**src/rtl/fifo_rd_stream.sv**
```systemverilog
// fifo_rd_stream: drains a FWFT async_fifo read port into a 2-entry registered valid/ready stream,
// tagging every FRAME_LEN-th beat as last and counting delivered frames.
module fifo_rd_stream #(
  parameter int DATA_WIDTH = 8,
  parameter int FRAME_LEN  = 16,
  parameter int FCNT_W     = 16
) (
  input  logic                  rclk,
  input  logic                  rrst_n,
  input  logic                  rempty,
  input  logic [DATA_WIDTH-1:0] rdata,
  output logic                  rinc,
  input  logic                  flush,
  output logic                  out_valid,
  input  logic                  out_ready,
  output logic [DATA_WIDTH-1:0] out_data,
  output logic                  out_last,
  output logic [1:0]            level,
  output logic [FCNT_W-1:0]     frame_cnt
);
  localparam int PW = FRAME_LEN > 1 ? $clog2(FRAME_LEN) : 1;
  localparam logic [PW-1:0] POS_MAX = PW'(FRAME_LEN - 1);
  logic [PW-1:0]         pos;
  logic [DATA_WIDTH-1:0] d1;
  logic                  l0, l1, hs, last_in, wr_head, wr_tail, shift;
  // pop request depends only on registers and flush, never on out_ready
  assign rinc      = rrst_n & ~rempty & ~flush & (level != 2'd2);
  assign out_valid = level != 2'd0;
  assign out_last  = out_valid & l0;
  assign hs        = out_valid & out_ready & ~flush;
  assign last_in   = pos == POS_MAX;
  always_comb begin
    wr_head = rinc & ((level == 2'd0) | ((level == 2'd1) & hs));
    wr_tail = rinc & (level == 2'd1) & ~hs;
    shift   = hs & (level == 2'd2);
  end
  always_ff @(posedge rclk or negedge rrst_n) begin
    if (!rrst_n) begin
      level     <= '0;
      out_data  <= '0;
      l0        <= 1'b0;
      d1        <= '0;
      l1        <= 1'b0;
      pos       <= '0;
      frame_cnt <= '0;
    end else if (flush) begin
      level <= '0;
      l0    <= 1'b0;
      pos   <= '0;
    end else begin
      level <= level + 2'(rinc) - 2'(hs);
      if (rinc) pos <= last_in ? '0 : pos + 1'b1;
      if (wr_head) {out_data, l0} <= {rdata, last_in};
      else if (shift) {out_data, l0} <= {d1, l1};
      if (wr_tail) {d1, l1} <= {rdata, last_in};
      if (hs & l0) frame_cnt <= frame_cnt + 1'b1;
    end
  end
endmodule

```
**config.mk**
```make
export PLATFORM = sky130hd
export DESIGN_NAME = fifo_rd_stream
export DESIGN_NICKNAME = d
export VERILOG_FILES = /design/src/rtl/fifo_rd_stream.sv
export SDC_FILE = /design/constraint.sdc
export NUM_CORES = 1
export LEC_CHECK = 0
export CAP_MARGIN = 0
export CORE_MARGIN = 4
export CORE_UTILIZATION = 40
export DETAILED_ROUTE_END_ITERATION = 16
export HOLD_SLACK_MARGIN = 0.12
export PLACE_DENSITY = 0.66
export SKIP_CTS_REPAIR_TIMING = 1
export SYNTH_ARGS = -nofsm -noshare
export SYNTH_HDL_FRONTEND = slang
export SYNTH_SLANG_ARGS = --single-unit
```
**constraint.sdc**
```tcl
create_clock -name rclk -period 3.1 [get_ports rclk]
set_input_delay 0.62 -clock rclk [delete_from_list [all_inputs] [get_ports rclk]]
set_output_delay 0.62 -clock rclk [all_outputs]
set_load 0.05 [all_outputs]
```
## Word-level counts from Yosys, hierarchy flattened

Cells that the tools add are included.

- Add/subtract/negate cells: 4
- Multiply operators: 0
- Div/mod/pow operators: 0
- $lt $le $gt $ge: 0
- Equal/unequal tests: 4
- Shifts and indexed selects: 0
- Multiplexer cells: 9
- Bitwise gates (word level): 16
- Reduce and logical (&&, ||, !) cells: 8

Operator list:

| operator | number |
|---|---|
| 16-bit by 1-bit adder with 16-bit output, second input constant | 1 |
| 8-bit two-way mux | 2 |
| 1-bit bitwise AND | 12 |
| 4-bit two-way mux | 3 |
| 2-bit AND reduction | 3 |
| 2-bit nonzero test | 3 |
| 4-bit by 1-bit adder with 4-bit output, second input constant | 1 |
| 4-bit == test, second input constant | 1 |
| 1-bit two-way mux | 3 |
| 1-bit NOT | 3 |
| 3-bit nonzero test | 1 |
| 2-bit by 1-bit adder with 2-bit output | 1 |
| 2-bit by 1-bit == test with 1-bit output, second input constant | 1 |
| 2-bit == test, second input constant | 1 |
| 2-bit logical NOT | 1 |
| 2-bit two-way mux | 1 |
| 2-bit != test, second input constant | 1 |
| 2-bit by 1-bit subtractor with 2-bit output | 1 |
| 1-bit OR | 1 |

- Register bits after elaboration: 40
- Bits in latches: 0
- Memory bits (writable): 0
- Bits in read-only memories: 0
- Memories kept: 0

## Logic depth before layout (Yosys ltp)

Gate-level depths: netlist of run 1.

- Depth after elaboration: 8
- Mapped depth: 8
- Depth with buffers taken out: 7

## Least setup slack after synthesis of run 1

Ideal clock, no wire load.

- Path kind: flip-flop to output port
- From: register level[1]
- To: output port rinc
- Arrival time: 1,733 ps
- Data required time: 2,480 ps
- Setup slack: 747 ps
- Cell stages (with the launch flop): 5
- Path buffers: 1
- Cell sequence: dfrtp_1 > buf_2 > nand2b_1 > nand2_2 > nor2_1

- Longest elaborated chain between the ends: 2

RTL lines:

| element | line | text |
|---|---|---|
| from (decl) | 18 | `output logic [1:0] level,` |
| from (signal assigned) | 51 | `level <= level + 2'(rinc) - 2'(hs);` |
| 2-bit != test | 27 | `assign rinc = rrst_n & ~rempty & ~flush & (level != 2'd2);` |
| 1-bit bitwise AND | 27 |  |
| to (decl) | 12 | `output logic rinc,` |

No other way between the ends.

## Worst setup path in the final report of run 1

- From: register level[1]
- To: output port out_last

- Longest elaborated chain between the ends: 2

RTL lines:

| element | line | text |
|---|---|---|
| 2-bit nonzero test | 28 | `assign out_valid = level != 2'd0;` |
| 1-bit bitwise AND | 29 | `assign out_last = out_valid & l0;` |
| to (decl) | 17 | `output logic out_last,` |

No other way between the ends.

==> results.json, run 1 <==
{
  "status": "finished, final reports clean",
  "drt-wirelength-per-cell_um": 14.7,
  "area_growth_pct": 30.6,
  "r2r_setup_slack_ns": 1.16,
  "synth_edf_count": 0,
  "rows": 24,
  "final_common_cell": "dfrtp_1",
  "setup_viol": 0,
  "fin_crit_ns": 2.63,
  "hp-class": "in2async",
  "overflow": 0,
  "layout_setup_ws_ns": 0.471,
  "clk_latency_ns": 0.28,
  "first_pass_iters": 4,
  "maxCapViolations": 0,
  "synthArstFlopShare": 1.00,
  "p_switching_w": 0.000465,
  "final_max_slew_viol_count": 0,
  "dp_slack_ns": 0.479,
  "fin_crit_sh": 0.848,
  "dieArea_sq_um": 5840,
  "fmax_mhz": 380,
  "finalClockSkew_ns": 0.00426,
  "wl_met3_um": 178,
  "port_buffers": 41,
  "p_sw_frac": 0.334,
  "tightest_slew_ns": 0.640,
  "worstReg2RegEnd": "frame_cnt[15]$_DFFE_PN0P_",
  "num_vias": 1269,
  "powerDensity_nw_per_um2": 569,
  "rsz0062_at_grt": "false",
  "power_frac_comb": 0.313,
  "synth_cell_types": 30,
  "cts.sinks": 40,
  "required_ns": 2.48,
  "timing.slew.headroom": 0.570,
  "timing.final.hold_violations": 0,
  "cp.arrival_ns": 2.01,
  "setup.worst_path.end": "out_last",
  "antenna_cells": 0,
  "cts-buffers-inserted": 5,
  "drtIter0Drc": 51,
  "clk_pin_slew_ns": 0.07,
  "gp_congestion": 0.813,
  "io_pins": 42,
  "ys.flop_type": "dfrtp_1",
  "p_int_w": 0.000928,
  "grt_pass1_wl_um": 6560,
  "startpoint": "level[1]$_DFF_PN0_",
  "cp_cell_sequence": "o21ai_1, inv_1, clkdlybuf4s50_1",
  "startpoint_type": "register",
  "most-common-layout-cells": "dfrtp_1, clkdlybuf4s50_1, mux2_2",
  "grt_max_degree": 41,
  "cts_tree": "done",
  "die_x_um": 76.5,
  "synth_warnings": 0,
  "wirelength_um": 3710,
  "power_frac_clock": 0.231,
  "antenna_found_initial": 0,
  "end_kind": "output pin",
  "wl_met1_um": 1840,
  "nNetsFinal": 217,
  "wl_met2_um": 1650,
  "crit_path_max_fanout": 9,
  "root_buffer": "clkbuf_8",
  "htree_levels": 2,
  "leakage_nw": 1.09,
  "netlist_area_sq_um": 1870,
  "antenna_left": 0,
  "netlist_instances": 152,
  "avgSynthCellArea_sq_um": 12.3,
  "drive_above_1_share": 0.215,
  "reg2reg_depth": 4,
  "coreArea_sq_um": 4440,
  "first_global_vias": 1325,
  "critPathKind": "reg2out",
  "vias_per_cell": 5.04,
  "drcViolationCount": 0,
  "r2r_start": "level[1]$_DFF_PN0_",
  "die_h_um": 76.5,
  "start_util": 0.422,
  "ys_ff_latch": 40,
  "synth.yosys.seq_area_share": 0.534,
  "hold-worst-slack_ns": 0.409,
  "cpPeakStageDelay_ns": 0.71,
  "fin_setup_tns_ns": 0,
  "top_layer": "met4",
  "irDropWorstVdd_v": 0.000254,
  "clock_path_buffers": 2,
  "dp_hpwl_um": 2720,
  "synth_fp_nets": 169,
  "seqPwrFrac": 0.456,
  "critPathSlowestCell": "clkdlybuf4s50_1",
  "track_usage": 0.138
}
## through the flow
stage | area, sq um | cells | power [W] | utilization
2_1_floorplan | 1870 | 152 | 0.000930 | -
3_3_place_gp | 2370 | 245 | 0.00108 | 0.533
3_5_place_dp | 2370 | 245 | 0.00109 | 0.533
4_1_cts | 2450 | 252 | 0.00141 | 0.551
5_1_grt | 2450 | 252 | 0.00147 | 0.551
6_report | 2450 | 252 | 0.00139 | 0.551
## synth_stat cells, drive strengths merged, types with 3 or more instances
master	instances	area, sq um
dfrtp	40	1000
nand2	7	28.8
xor2	5	43.8
ha	4	50.1
inv	5	18.8
nor2b	3	18.8
nor2	4	15.0
and3	3	18.8
nand4	5	31.3
nor4	3	40.0
nand2b	4	25.0
a21oi	5	28.8
xnor2	13	114
mux2	26	293
nand3	11	55.1
## worst min path at each step
stage | to | slack (ns) | cells past startpoint
finish | pos[2]$_DFFE_PN0P_ | 0.41 | 2
global placement | frame_cnt[15]$_DFFE_PN0P_ | 0.46 | 1
detailed placement | frame_cnt[15]$_DFFE_PN0P_ | 0.47 | 1
CTS | pos[2]$_DFFE_PN0P_ | 0.45 | 2
global route | out_data[0]$_DFFE_PN0P_ | 0.47 | 2
floorplan | d1[0]$_DFFE_PN0P_ | 0.32 | 0
## routing by layer
layer,vias up,GRT usage
li1,621,-
met3,6,0.0520
met2,32,0.208
met5,-,0
met4,0,0.0380
met1,610,0.186
## power groups by stage
stage / Sequential, W / Combinational (W) / Clock [W]
3_3_place_gp: 0.000645 / 0.000434 / 0
4_1_cts: 0.000636 / 0.000443 / 0.000332
6_report: 0.000635 / 0.000436 / 0.000322
3_5_place_dp: 0.000647 / 0.000442 / 0
2_1_floorplan: 0.000795 / 0.000135 / 0
5_1_grt: 0.000646 / 0.000462 / 0.000359
## flip-flops by register name, indices dropped and copies added (netlist names)
register and cells:
d1 8, l0 1, frame_cnt 16, pos 4
l1 1, out_data 8, level 2
## worst max-delay path: cells and delay by family, from the launching register on
kind	cells	cell delay, ns
flops	1	0.51
compound gates	1	0.43
buf+inv	2	0.79
## area by class of cell
cell class | count | area [sq um]
fill | 374 | 2000
sequential | 40 | 1000
timing repair buffer | 44 | 438
inverter | 5 | 18.8
multi-input combinational | 104 | 847
clock buffer | 6 | 72.6
tap | 52 | 65.1
clock inverter | 1 | 5.00
## kinds of logic after synthesis
kind of cell / after synthesis / share of synthesized area
and+or+nand+nor: 47 / 0.150
DFF: 40 / 0.534
muxes: 28 / 0.167
xor gates and xnor gates: 18 / 0.0841
buffers and inverters: 8 / 0.0174
AOI/OAI and AO/OA: 7 / 0.0207
adders and majority gates: 4 / 0.0267
(Power assumes the default switching activity.)
==> run 2: changes to the inputs <==
--- a/config.mk
+++ b/config.mk
@@ -10,7 +10,7 @@
 export CORE_UTILIZATION = 40
 export DETAILED_ROUTE_END_ITERATION = 16
 export HOLD_SLACK_MARGIN = 0.12
-export PLACE_DENSITY = 0.66
+export PLACE_DENSITY = 0.68
 export SKIP_CTS_REPAIR_TIMING = 1
 export SYNTH_ARGS = -nofsm -noshare
 export SYNTH_HDL_FRONTEND = slang
==> constraint.sdc (replaced) <==
create_clock -name rclk -period 2.1 [get_ports rclk]
set_input_delay 0.42 -clock rclk [delete_from_list [all_inputs] [get_ports rclk]]
set_output_delay 0.42 -clock rclk [all_outputs]
set_load 0.05 [all_outputs]
==> run 2 against run 1 <==
Against the previous run:
- die area unchanged
- highest routed layer unchanged
- wire length increased by 2.5%
- sequential share of layout area decreased by 2.0 points
- worst setup slack got worse by 0.40 ns
- flip-flop and latch count unchanged
- via count increased by 5.0%
- clock skew increased by 0.0016 ns
- utilization increased by 2.9 points
- critical endpoint is now level[1]
- global-route usage increased by 0.31 points
==> results.json, run 2 (same netlist as run 1, synthesis figures left out) <==
{
  "dp_hpwl_um": 2800,
  "r2r_start": "level[1]$_DFF_PN0_",
  "antenna_found_initial": 0,
  "most-common-layout-cells": "dfrtp_1, clkdlybuf4s50_1, mux2_2",
  "cts_tree": "done",
  "cp.arrival_ns": 1.61,
  "rsz0062_at_grt": "true",
  "die_x_um": 76.5,
  "dieArea_sq_um": 5840,
  "final_max_slew_viol_count": 0,
  "leakage_nw": 1.17,
  "wirelength_um": 3800,
  "gp_congestion": 0.763,
  "htree_levels": 2,
  "cts-buffers-inserted": 5,
  "clk_pin_slew_ns": 0.08,
  "crit_path_max_fanout": 9,
  "irDropWorstVdd_v": 0.000389,
  "area_growth_pct": 37.5,
  "die_h_um": 76.5,
  "r2r_setup_slack_ns": 0.34,
  "drive_above_1_share": 0.272,
  "num_vias": 1332,
  "port_buffers": 41,
  "antenna_left": 0,
  "finalClockSkew_ns": 0.00584,
  "rows": 24,
  "root_buffer": "clkbuf_8",
  "coreArea_sq_um": 4440,
  "busiest_layer": "met2",
  "critPathSlowestCell": "clkdlybuf4s50_1",
  "timing.slew.headroom": 0.652,
  "grt_max_degree": 41,
  "grt_use_met1": 0.179,
  "tightest_slew_ns": 0.520,
  "first_pass_iters": 2,
  "timing.final.hold_violations": 0,
  "overflow": 0,
  "clock_path_buffers": 2,
  "grt_pass1_wl_um": 6670,
  "maxCapViolations": 0,
  "crit_family": "buffers and inverters",
  "cp_cell_sequence": "clkdlybuf4s50_1",
  "met2_usage": 0.223,
  "fin_setup_tns_ns": 0,
  "start_util": 0.422,
  "finalNonFillerCells": 265,
  "hp-class": "in2async",
  "cpPeakStageDelay_ns": 0.84,
  "startpoint_type": "register",
  "drt-wirelength-per-cell_um": 14.3,
  "worstReg2RegEnd": "out_data[1]$_DFFE_PN0P_",
  "top_register": "frame_cnt",
  "top_regs": "frame_cnt: 16 flops, d1: 8 flops, out_data: 8 flops",
  "fmax_mhz": 493,
  "required_ns": 1.68,
  "fin_crit_sh": 0.967,
  "drcViolationCount": 0,
  "powerDensity_nw_per_um2": 823,
  "final_common_cell": "dfrtp_1",
  "nNetsFinal": 229,
  "status": "finished, final reports clean",
  "largest_reg_flops": 16,
  "critical_path_buf_inv_count": 1,
  "cts.sinks": 40,
  "reg2reg_depth": 4,
  "end_kind": "output pin",
  "drtIter0Drc": 59,
  "critPathKind": "reg2out",
  "first_global_vias": 1394,
  "setup_viol": 0,
  "globalRouteMet3Util": 0.0473,
  "dp_cells": 257,
  "clk_latency_ns": 0.28,
  "antenna_cells": 0,
  "io_pins": 42,
  "vias_per_cell": 5.03,
  "track_usage": 0.141,
  "fin_crit_ns": 2.03
}
==> run 2: changes by cell type in the layout (fill, tap and decap cells not counted), sizes merged <==
cell	change
buf	+13
clkbuf	+2
clkdlybuf4s50	-2
clkinv	-1
dlymetal6s2s	+1
==> run 2: through the flow <==
step | hold WS, ns | utilization | setup slack (ns) | area (sq um) | total power (W)
after global placement | 0.462 | 0.557 | -0.140 | 2480 | 0.00161
final | 0.253 | 0.580 | 0.0697 | 2580 | 0.00212
after global routing | 0.284 | 0.580 | -0.0131 | 2580 | 0.00223
after floorplan | 0.124 | - | 0.0549 | 1880 | 0.00138
after detailed placement | 0.479 | 0.557 | -0.185 | 2480 | 0.00162
after CTS | 0.253 | 0.577 | -0.0861 | 2570 | 0.00215
==> run 2: final cells by class <==
cell class              count  area, sq um
inverters                   5         18.8
flip-flops and latches     40         1000
multi-input cells         104          857
repair buffers             56          544
clock buffers               8         90.1
well taps                  52         65.1
fillers                   375         1870
==> run 2: per-layer routing <==
| layer | wire length, um | up-vias |
|---|---|---|
| li1 | - | 650 |
| met1 | 1760 | 642 |
| met2 | 1770 | 34 |
| met3 | 214 | 6 |
| met4 | 57 | 0 |
| met5 | 0 | - |
==> run 2: how the worst max path moves through the flow <==
stage	end	from	cells past startpoint
3_5_place_dp	out_data[1]$_DFFE_PN0P_	rempty	6
5_1_grt	out_data[7]$_DFFE_PN0P_	rempty	6
4_1_cts	out_valid	level[1]$_DFF_PN0_	2
6_report	level[1]	level[1]$_DFF_PN0_	1
2_1_floorplan	level[0]$_DFF_PN0_	level[0]$_DFF_PN0_	5
3_3_place_gp	out_data[7]$_DFFE_PN0P_	rempty	6
==> run 2: where the power goes <==
| group | switching [W] | internal (W) |
|---|---|---|
| clock | 0.000248 | 0.000268 |
| combinational | 0.000379 | 0.000285 |
| sequential | 0.0000639 | 0.000876 |
| total | 0.000691 | 0.00143 |
